--- config.mk ---
export PLATFORM = sky130hd
export DESIGN_NAME = serial_add_seq
export DESIGN_NICKNAME = d
export VERILOG_FILES = /design/src/rtl/serial_add_pkg.sv /design/src/rtl/shift_reg_lsb.sv /design/src/rtl/serial_add_seq.sv
export SDC_FILE = /design/constraint.sdc
export NUM_CORES = 1
export LEC_CHECK = 0
export ABC_AREA = 1
export ABC_CLOCK_PERIOD_IN_PS = 1700
export CAP_MARGIN = 20
export CORE_MARGIN = 2
export CORE_UTILIZATION = 30
export CTS_CLUSTER_DIAMETER = 30
export DETAILED_ROUTE_END_ITERATION = 10
export GPL_TIMING_DRIVEN = 0
export HOLD_SLACK_MARGIN = 0.06
export PLACE_DENSITY = 0.56
export REMOVE_ABC_BUFFERS = 1
export SYNTH_ARGS = -nofsm -noshare
export SYNTH_HDL_FRONTEND = slang
export SYNTH_SLANG_ARGS = --single-unit
--- constraint.sdc ---
create_clock -name clk -period 1.7 [get_ports clk]
set_input_delay 0.34 -clock clk [delete_from_list [all_inputs] [get_ports clk]]
set_output_delay 0.34 -clock clk [all_outputs]
set_load 0.05 [all_outputs]
--- src/rtl/serial_add_pkg.sv ---
// Shared definitions for the bit-serial adder sequencer.
//   WIDTH_DEFAULT : default operand/result width
//   S_IDLE/S_RUN/S_DONE : sequencer state encoding
//   cnt_width()   : bit counter width for a given operand width
package serial_add_pkg;

    localparam int WIDTH_DEFAULT = 8;

    localparam logic [1:0] S_IDLE = 2'd0;
    localparam logic [1:0] S_RUN  = 2'd1;
    localparam logic [1:0] S_DONE = 2'd2;

    // The counter must index WIDTH-1; never narrower than one bit.
    function automatic int cnt_width(input int w);
        return (w <= 2) ? 1 : $clog2(w);
    endfunction

endpackage

--- src/rtl/shift_reg_lsb.sv ---
// Right-shifting register with parallel load. The serial input enters at
// the MSB, and the LSB is the bit presented downstream.
// Ports:
//   clk, rst  : clock, synchronous active-high reset (clears q)
//   load      : parallel load of load_val (takes priority over shift)
//   load_val  : parallel load data
//   shift     : shift right one place, ser_in into the MSB
//   ser_in    : serial input bit
//   q         : register contents
module shift_reg_lsb
    import serial_add_pkg::*;
#(
    parameter int WIDTH = WIDTH_DEFAULT
) (
    input  logic             clk,
    input  logic             rst,
    input  logic             load,
    input  logic [WIDTH-1:0] load_val,
    input  logic             shift,
    input  logic             ser_in,
    output logic [WIDTH-1:0] q
);

    always_ff @(posedge clk) begin
        if (rst) begin
            q <= '0;
        end else if (load) begin
            q <= load_val;
        end else if (shift) begin
            q <= {ser_in, q[WIDTH-1:1]};
        end
    end

endmodule

--- src/rtl/serial_add_seq.sv ---
// Bit-serial addition sequencer. It feeds an external 1-bit full adder one
// operand bit pair per cycle, LSB first, keeps the running carry in a
// flip-flop and assembles the returned sum bits into a WIDTH-bit result.
// Ports:
//   clk, rst          : clock, synchronous active-high reset
//   start, a, b, cin  : request and operands, captured when start & ready
//   ready, busy, done : status (IDLE/DONE, RUN, one-cycle DONE pulse)
//   sum, cout         : registered result, held until the next accepted start
//   fa_a, fa_b, fa_cin: bits presented to the full adder (0 outside RUN)
//   fa_sum, fa_cout   : full adder outputs (combinational return path)
//   state_dbg         : current sequencer state
//
// Handshake: a request is accepted on a rising edge where start & ready are
// both 1; a, b and cin are sampled on that same edge. ready depends only on
// state, never on start. While ready=0 start is ignored. done pulses for one
// cycle, and sum/cout are valid from that cycle until the next acceptance.
module serial_add_seq
    import serial_add_pkg::*;
#(
    parameter int WIDTH = WIDTH_DEFAULT
) (
    input  logic             clk,
    input  logic             rst,
    input  logic             start,
    input  logic [WIDTH-1:0] a,
    input  logic [WIDTH-1:0] b,
    input  logic             cin,
    output logic             ready,
    output logic             busy,
    output logic             done,
    output logic [WIDTH-1:0] sum,
    output logic             cout,
    output logic             fa_a,
    output logic             fa_b,
    output logic             fa_cin,
    input  logic             fa_sum,
    input  logic             fa_cout,
    output logic [1:0]       state_dbg
);

    localparam int            CW       = cnt_width(WIDTH);
    localparam logic [CW-1:0] CNT_LAST = CW'(WIDTH - 1);

    logic [1:0]       state;
    logic [1:0]       state_next;
    logic [CW-1:0]    cnt;
    logic             carry;
    logic [WIDTH-1:0] a_sh;
    logic [WIDTH-1:0] b_sh;
    logic [WIDTH-1:0] sum_sh;
    logic             accept;
    logic             running;
    logic             last_bit;

    assign accept   = start & ready;
    assign running  = (state == S_RUN);
    assign last_bit = running && (cnt == CNT_LAST);

    // State register
    always_ff @(posedge clk) begin
        if (rst) begin
            state <= S_IDLE;
        end else begin
            state <= state_next;
        end
    end

    // Next-state logic
    always_comb begin
        state_next = state;
        case (state)
            S_IDLE:  if (start) state_next = S_RUN;
            S_RUN:   if (last_bit) state_next = S_DONE;
            S_DONE:  state_next = start ? S_RUN : S_IDLE;
            default: state_next = S_IDLE;
        endcase
    end

    // Outputs decoded from state; the adder sees 0+0+0 outside RUN.
    always_comb begin
        ready  = (state == S_IDLE) || (state == S_DONE);
        busy   = running;
        done   = (state == S_DONE);
        fa_a   = running ? a_sh[0] : 1'b0;
        fa_b   = running ? b_sh[0] : 1'b0;
        fa_cin = running ? carry   : 1'b0;
    end

    assign state_dbg = state;

    shift_reg_lsb #(.WIDTH(WIDTH)) u_a_sh (
        .clk(clk), .rst(rst), .load(accept), .load_val(a),
        .shift(running), .ser_in(1'b0), .q(a_sh)
    );

    shift_reg_lsb #(.WIDTH(WIDTH)) u_b_sh (
        .clk(clk), .rst(rst), .load(accept), .load_val(b),
        .shift(running), .ser_in(1'b0), .q(b_sh)
    );

    // Sum bits arrive LSB first, so after WIDTH shifts bit 0 sits at the LSB.
    shift_reg_lsb #(.WIDTH(WIDTH)) u_sum_sh (
        .clk(clk), .rst(rst), .load(accept), .load_val('0),
        .shift(running), .ser_in(fa_sum), .q(sum_sh)
    );

    // Running carry and bit counter. The counter holds on the last bit so it
    // never wraps; it is reloaded on every accepted start.
    always_ff @(posedge clk) begin
        if (rst) begin
            carry <= 1'b0;
            cnt   <= '0;
        end else if (accept) begin
            carry <= cin;
            cnt   <= '0;
        end else if (running) begin
            carry <= fa_cout;
            if (!last_bit) cnt <= cnt + 1'b1;
        end
    end

    // Result registers: cleared on acceptance, so during a DONE+start cycle
    // the old result stays visible and clears at that edge.
    always_ff @(posedge clk) begin
        if (rst) begin
            sum  <= '0;
            cout <= 1'b0;
        end else if (accept) begin
            sum  <= '0;
            cout <= 1'b0;
        end else if (last_bit) begin
            sum  <= {fa_sum, sum_sh[WIDTH-1:1]};
            cout <= fa_cout;
        end
    end

endmodule

==> results.rst, run 1 <==
.. list-table::
   :header-rows: 1

   * - Metric
     - Value
   * - Cell chain of the critical path
     - dlygate4sd2_1
   * - Average routed wire per standard cell
     - between 10 and 15 microns
   * - Crit-path max FO
     - 11
   * - Via count of the routed design
     - 1514
   * - Maximum Capacitance Violations
     - 0
   * - Top post-synthesis cells by count
     - 50 x nor2_1, 43 x nand2_1, 38 x dfxtp_1
   * - Die area
     - 6440 sq um
   * - R2r worst-path depth
     - 6
   * - Minimum setup slack in the final design
     - just under 0.06 ns
   * - Maximum clock path buffer count
     - 2
   * - Non-Filler Instances
     - 352
   * - Pre-Repair DR Iteration Count
     - 4
   * - Reg2Reg Launch Point
     - cnt[0]
   * - Post-synthesis instance total
     - 238
   * - Count of buffering cells on the critical path with inverters included
     - 1
   * - Post-placement cell count
     - 340
   * - Synth area leaders
     - dfxtp_1 44%, nor2_1 11%, nand2_1 9.2%
   * - Post-synth EDFFs
     - 0
   * - Endpoints failing setup
     - 0
   * - Routed wire length
     - 3.75 mm
   * - Combined area of all synthesized cells
     - 1750 sq um
   * - Finished layout cell area
     - 2270 sq um
   * - Cell with the biggest individual delay on the critical path
     - dlygate4sd2_1
   * - Post-synthesis cell type with the largest combined area
     - dfxtp_1
   * - Nature of the critical path endpoint
     - primary output
   * - Top FF cell, synth
     - dfxtp_1
   * - Max-slew violation total from the final report
     - 0
   * - Worst-Margin Slew
     - 0.592 ns
   * - Number of nets with antenna violations after routing
     - 0
   * - GPL Wtd Cong
     - approximately 0.70
   * - Area after detailed placement
     - approximately 2100 sq um
   * - Final-layout worst hold slack
     - 0.466 ns
   * - Sequential element share of the synthesized area
     - 0.436
   * - GRT Total Usage
     - 0.119
   * - H-tree depth
     - 2
   * - Quantity of hold-fixing buffers added after cts
     - 0
   * - Final Net Count
     - 303
   * - Die width
     - around 80 microns
   * - Proportion of layout cells with a drive suffix above 1
     - 0.114
   * - Pwr/cell area
     - 858 nW/um^2
   * - Height of the chip
     - 80.3 microns
   * - Grt total ovfl
     - 0
   * - Number of antenna violations at the first check in global routing
     - 0
   * - Core occupancy in the finished layout
     - 0.407
   * - Row cnt
     - 27
   * - Final sum of negative setup slack
     - 0 ns
   * - Warnings, synthesis
     - 0
   * - Final total power
     - 1.95 mW
   * - Initial core utilization
     - 0.313
   * - Crit start category
     - register
   * - Number of buffers added by the clock tree synthesis step
     - 5
   * - Hold Path Stages
     - 2
   * - Critical path class
     - reg -> out
   * - RSZ-0062 raised after global routing
     - no
   * - Number of global-route vias before repair
     - 1344
   * - Maximum resistive drop on vdd
     - 0.387 mV
   * - Post-DR vias/cell
     - ~4.3
   * - Max Clock Skew
     - 0.00570 ns
   * - Maximum clock frequency
     - 609 MHz
   * - Starting DRC count in detailed routing
     - 98
   * - Largest net degree at the start of global routing
     - 30
   * - Arrival time of the worst setup path
     - 1.30 ns
   * - Area added between synthesis and finish
     - 30.0%
   * - Fraction of the cycle the final worst path needs
     - 0.966
   * - Final-report hold violation count
     - 0
   * - Clock tree from TritonCTS
     - built
   * - Outcome
     - finished clean
   * - Root buffer cell
     - clkbuf_8
   * - Fraction of synthesis flops using an asynchronous set or reset pin
     - 0
   * - Insertion delay to the later sink of the worst-skew pair
     - 0.29 ns
   * - Slack of the worst reg-to-reg path
     - roughly 0.31 ns
   * - Average footprint of a synthesized cell
     - 7.33 sq um
   * - R2R Path End
     - cnt[1]
   * - Clock transition at path regs
     - approximately 0.070 ns
   * - Core area
     - 5570 sq um
   * - CP top delay family
     - buffers and inverters
   * - Slew HR
     - 0.605
   * - Unique cell type count in the Yosys netlist
     - 21
   * - Fraction of post-synthesis cell area in the top cell type by area
     - 0.436
   * - Count of clock tree sinks
     - 38
   * - Most used standard cell by instance count after synthesis
     - nor2_1
   * - Diode count
     - 0
   * - Setup slack at placement
     - -0.861 ns
   * - Type of the tightest min-delay check
     - reg -> reg
   * - Global-route wire length before repair
     - 6.02 mm
   * - Required time at the endpoint of the critical path
     - 1.36 ns
   * - Number of top-level pins
     - 39
   * - Port-buffer cells
     - 38
   * - Time the final worst path needs with I/O delays and setup
     - 1.64 ns
   * - Static Leak
     - 1.12 nW
   * - DRC
     - 0
   * - Min-Delay Endpoint
     - sum[1]
   * - Hold path startpoint
     - sum[1]
   * - Half-perimeter wire length of the detailed placement result
     - about 2.4 mm
   * - Largest stage delay on the critical path
     - 0.56 ns
   * - Flop and latch count out of synthesis
     - 38
==> registers in the layout (all words and copies together), names as in the netlist <==
register    count
sum             8
u_a_sh.q        8
u_b_sh.q        8
u_sum_sh.q      7
cnt             3
state_dbg       2
carry           1
cout            1
==> how the worst max path moves through the flow <==
stage / startpoint / endpoint / cells after the start
floorplan: state_dbg[0] / fa_a / 2
global placement: state_dbg[0] / busy / 3
detailed placement: state_dbg[0] / busy / 3
CTS: state_dbg[0] / fa_cin / 3
global route: state_dbg[0] / state_dbg[0] / 1
finish: state_dbg[0] / state_dbg[0] / 1
==> layer usage <==
layer | vias up | global-route usage | part of all wire
met2 | 25 | 0.193 | 0.47
met5 | - | 0 | 0
li1 | 826 | - | -
met4 | 0 | 0.0407 | 0.012
met3 | 4 | 0.0360 | 0.042
met1 | 659 | 0.150 | 0.47
==> cells in the final DEF (no fill, tap or decap), types with 4 or more instances in the layout <==
cell,count
nor2_1,50
nand2_1,43
dfxtp_1,36
inv_1,29
o21ai_0,20
clkdlybuf4s50_1,20
nand3_1,16
a21oi_1,11
dlygate4sd2_1,11
clkbuf_8,6
o21ai_1,4
buf_4,4
==> layout make-up <==
class / instances / area [sq um]
multi-input combinational: 159 / 788
clock buffer: 6 / 82.6
sequential: 38 / 766
tap: 72 / 90.1
clock inverter: 2 / 12.5
timing repair buffer: 41 / 388
inverter: 34 / 143
fill: 613 / 3300
==> where the power goes <==
part	switching [mW]	total [mW]	internal [mW]
sequential	0.0336	0.977	0.943
combinational	0.198	0.336	0.137
clock	0.309	0.634	0.326
total	0.541	1.95	1.41
==> kinds of logic after synthesis <==
kind of cell,count (synthesis),share of synthesized area
compound gates,38,0.113
fa+ha+maj,2,0.0143
buf+inv,42,0.124
flops,38,0.436
simple gates,118,0.313
==> what timing repair did <==
| item | CTS | global route |
|---|---|---|
| hold endpoints to repair | 0 | 0 |
| gates resized for setup | 48 | 6 |
| buffers inserted | 0 | 3 |
| pin swaps | 1 | 1 |
| setup endpoints to repair | 31 | 15 |
| gates cloned | 0 | 1 |
No activity file was read; power rests on OpenSTA's default activity.
==> run 2: changes to the inputs <==
--- a/config.mk
+++ b/config.mk
@@ -16,6 +16,7 @@
 export HOLD_SLACK_MARGIN = 0.06
 export PLACE_DENSITY = 0.56
 export REMOVE_ABC_BUFFERS = 1
+export SLEW_MARGIN = 20
 export SYNTH_ARGS = -nofsm -noshare
 export SYNTH_HDL_FRONTEND = slang
 export SYNTH_SLANG_ARGS = --single-unit
==> results of run 2 <==
The final DEF is identical to that of run 1; final timing and power are the same.
==> edit, RTL diff (settings of run 1) <==
Set the package constant `WIDTH_DEFAULT` to 10 (it was 8).
--- a/src/rtl/serial_add_pkg.sv
+++ b/src/rtl/serial_add_pkg.sv
@@ -5,5 +5,5 @@
 package serial_add_pkg;
 
-    localparam int WIDTH_DEFAULT = 8;
+    localparam int WIDTH_DEFAULT = 10;
 
     localparam logic [1:0] S_IDLE = 2'd0;
Interface: changed (resized a, b and sum); port bits go from 39 to 45. No check against the original RTL was run, so the function may have changed too.
==> edit against run 1 <==
  * Synthesized cell count rose by 31%
  * Highest routed layer unchanged
  * Power grew 16%
  * Largest power group unchanged
  * Cell area is 24% higher
  * Combinational power up 22%
  * Largest cell class unchanged
  * Sequential cell count rose by 9
  * Via count is 30% higher
  * Area after synthesis rose by 28%
  * Setup slack worse by 48 ps
  * Clock power is 3.8% higher
  * Sequential share of layout area down 0.14 points
  * Sequential power rose by 22%
  * Routed wire length grew 37%
==> edit: results (changes against run 1) <==
[status]
status=finished clean

[synthesis]
synthDistinctLibCells=25  ; +19%
synth_fa_ha_area_share_pct=1.117  ; -0.32 points
synth-xor-area-share_pct=0  ; unchanged
synthesis.area_um2=2241  ; +28%
syn_area_per_cell_um2=7.182  ; -2.1%
synthTopCellsByArea=dfxtp_1 42%, nand2_1 13%, inv_1 7.2%, nand3_1 7.1%, nor2_1 5.4%
synth_common_cells=75 x nand2_1, 47 x dfxtp_1, 43 x inv_1
yosysSeqAreaShare_pct=41.99  ; -1.6 points

[routing]
met3_length_um=270  ; +71%
drt_pre_antenna_iters=5  ; +1
wl_per_cell_um=11.33  ; +6.5%
drtIter0Drc=77  ; -21%
avgViaCountPerCell=4.346  ; +1.0%
met1_length_um=2503  ; +41%

[worst_setup_path]
reg2reg_slack_ps=270  ; -40 ps
crit_fanout=5  ; -6
cp-endpoint=state_dbg[1]
cp-startpoint=state_dbg[1]
worstPathArrival_ps=1350  ; +50 ps
r2r_cells=7  ; +1
critPathMaxStageDelay_ps=580  ; +20 ps
r2r_end=u_a_sh.q[8]

[finish]
multi_input_area_share_pct=36.89  ; +2.2 points
comb.multi_input.count=206  ; +30%
drive_gt1_share_pct=13.52  ; +2.1 points
seqCellArea_um2=945.9  ; +24%
fin_nets=382  ; +26%
signal_buffers=48  ; +17%
seq_cells=47  ; +24%
multiInputGateArea_um2=1039  ; +32%
num-fill-cells=768  ; +25%
nClkBuffers=7  ; +1
reg_top3=sum x10, u_a_sh.q x10, u_b_sh.q x10
buf_share_pct=15.91  ; -1.2 points
clock_area_share_pct=2.889  ; -1.3 points

[clock_tree]
clock_latency_ps=300

[hold_path]
hp-start=u_sum_sh.q[1]
min_to=u_sum_sh.q[1]

[sta]
fmax_ghz=0.5919  ; -2.8%
slew-limit-headroom_pct=55.23  ; -5.3 points
clock_skew_ps=3.301  ; -2.399 ps
timing.hold.ws_ps=455.7  ; -10.63 ps

[grt]
grtUsageMet1_pct=15.64  ; +0.63 points
track_usage_pct=12.71  ; +0.78 points
grt_pass1_wl_um=8514  ; +41%
grt_pass1_vias=1903  ; +42%
grt_util_met2_pct=21.12  ; +1.8 points
grt_start_max_net_pins=34  ; +13%

[place]
port_buffers=44  ; +16%
place_congestion=0.7486  ; +6.9%
pre_cts_slack_ps=-1195  ; -334.2 ps
dpl.cell_count=440  ; +29%
hpwl_um=3082  ; +29%
place_area_um2=2680  ; +26%

[power]
p_leak_nw=1.294  ; +15%
ir_worst_vdd_v=0.0004553  ; +18%

-- edit: cell types whose count changed after synthesis, sizes merged, moves of 9 or more --
cell,run 1,this run
nor2,54,44
a21oi,11,23
inv,34,46
nand2,47,81
nand3,16,33
dfxtp,38,47
-- edit: power by group through the flow --
| stage | Sequential (W) | Clock, W | Combinational [W] |
|---|---|---|---|
| 2_1_floorplan | 0.00122 | 0 | 0.000248 |
| 3_5_place_dp | 0.00122 | 0 | 0.000387 |
| 6_report | 0.00119 | 0.000658 | 0.000411 |
| 5_1_grt | 0.00120 | 0.000732 | 0.000462 |
| 4_1_cts | 0.00120 | 0.000684 | 0.000400 |
| 3_3_place_gp | 0.00122 | 0 | 0.000386 |
-- edit: what timing repair did --
action | in CTS | in global routing
hold buffers | 0 | 0
resized for setup | 55 | 3
cloned | 1 | 1
pin swaps | 2 | 1
setup buffers | 1 | 3
endpoints found under the setup margin | 55 | 7
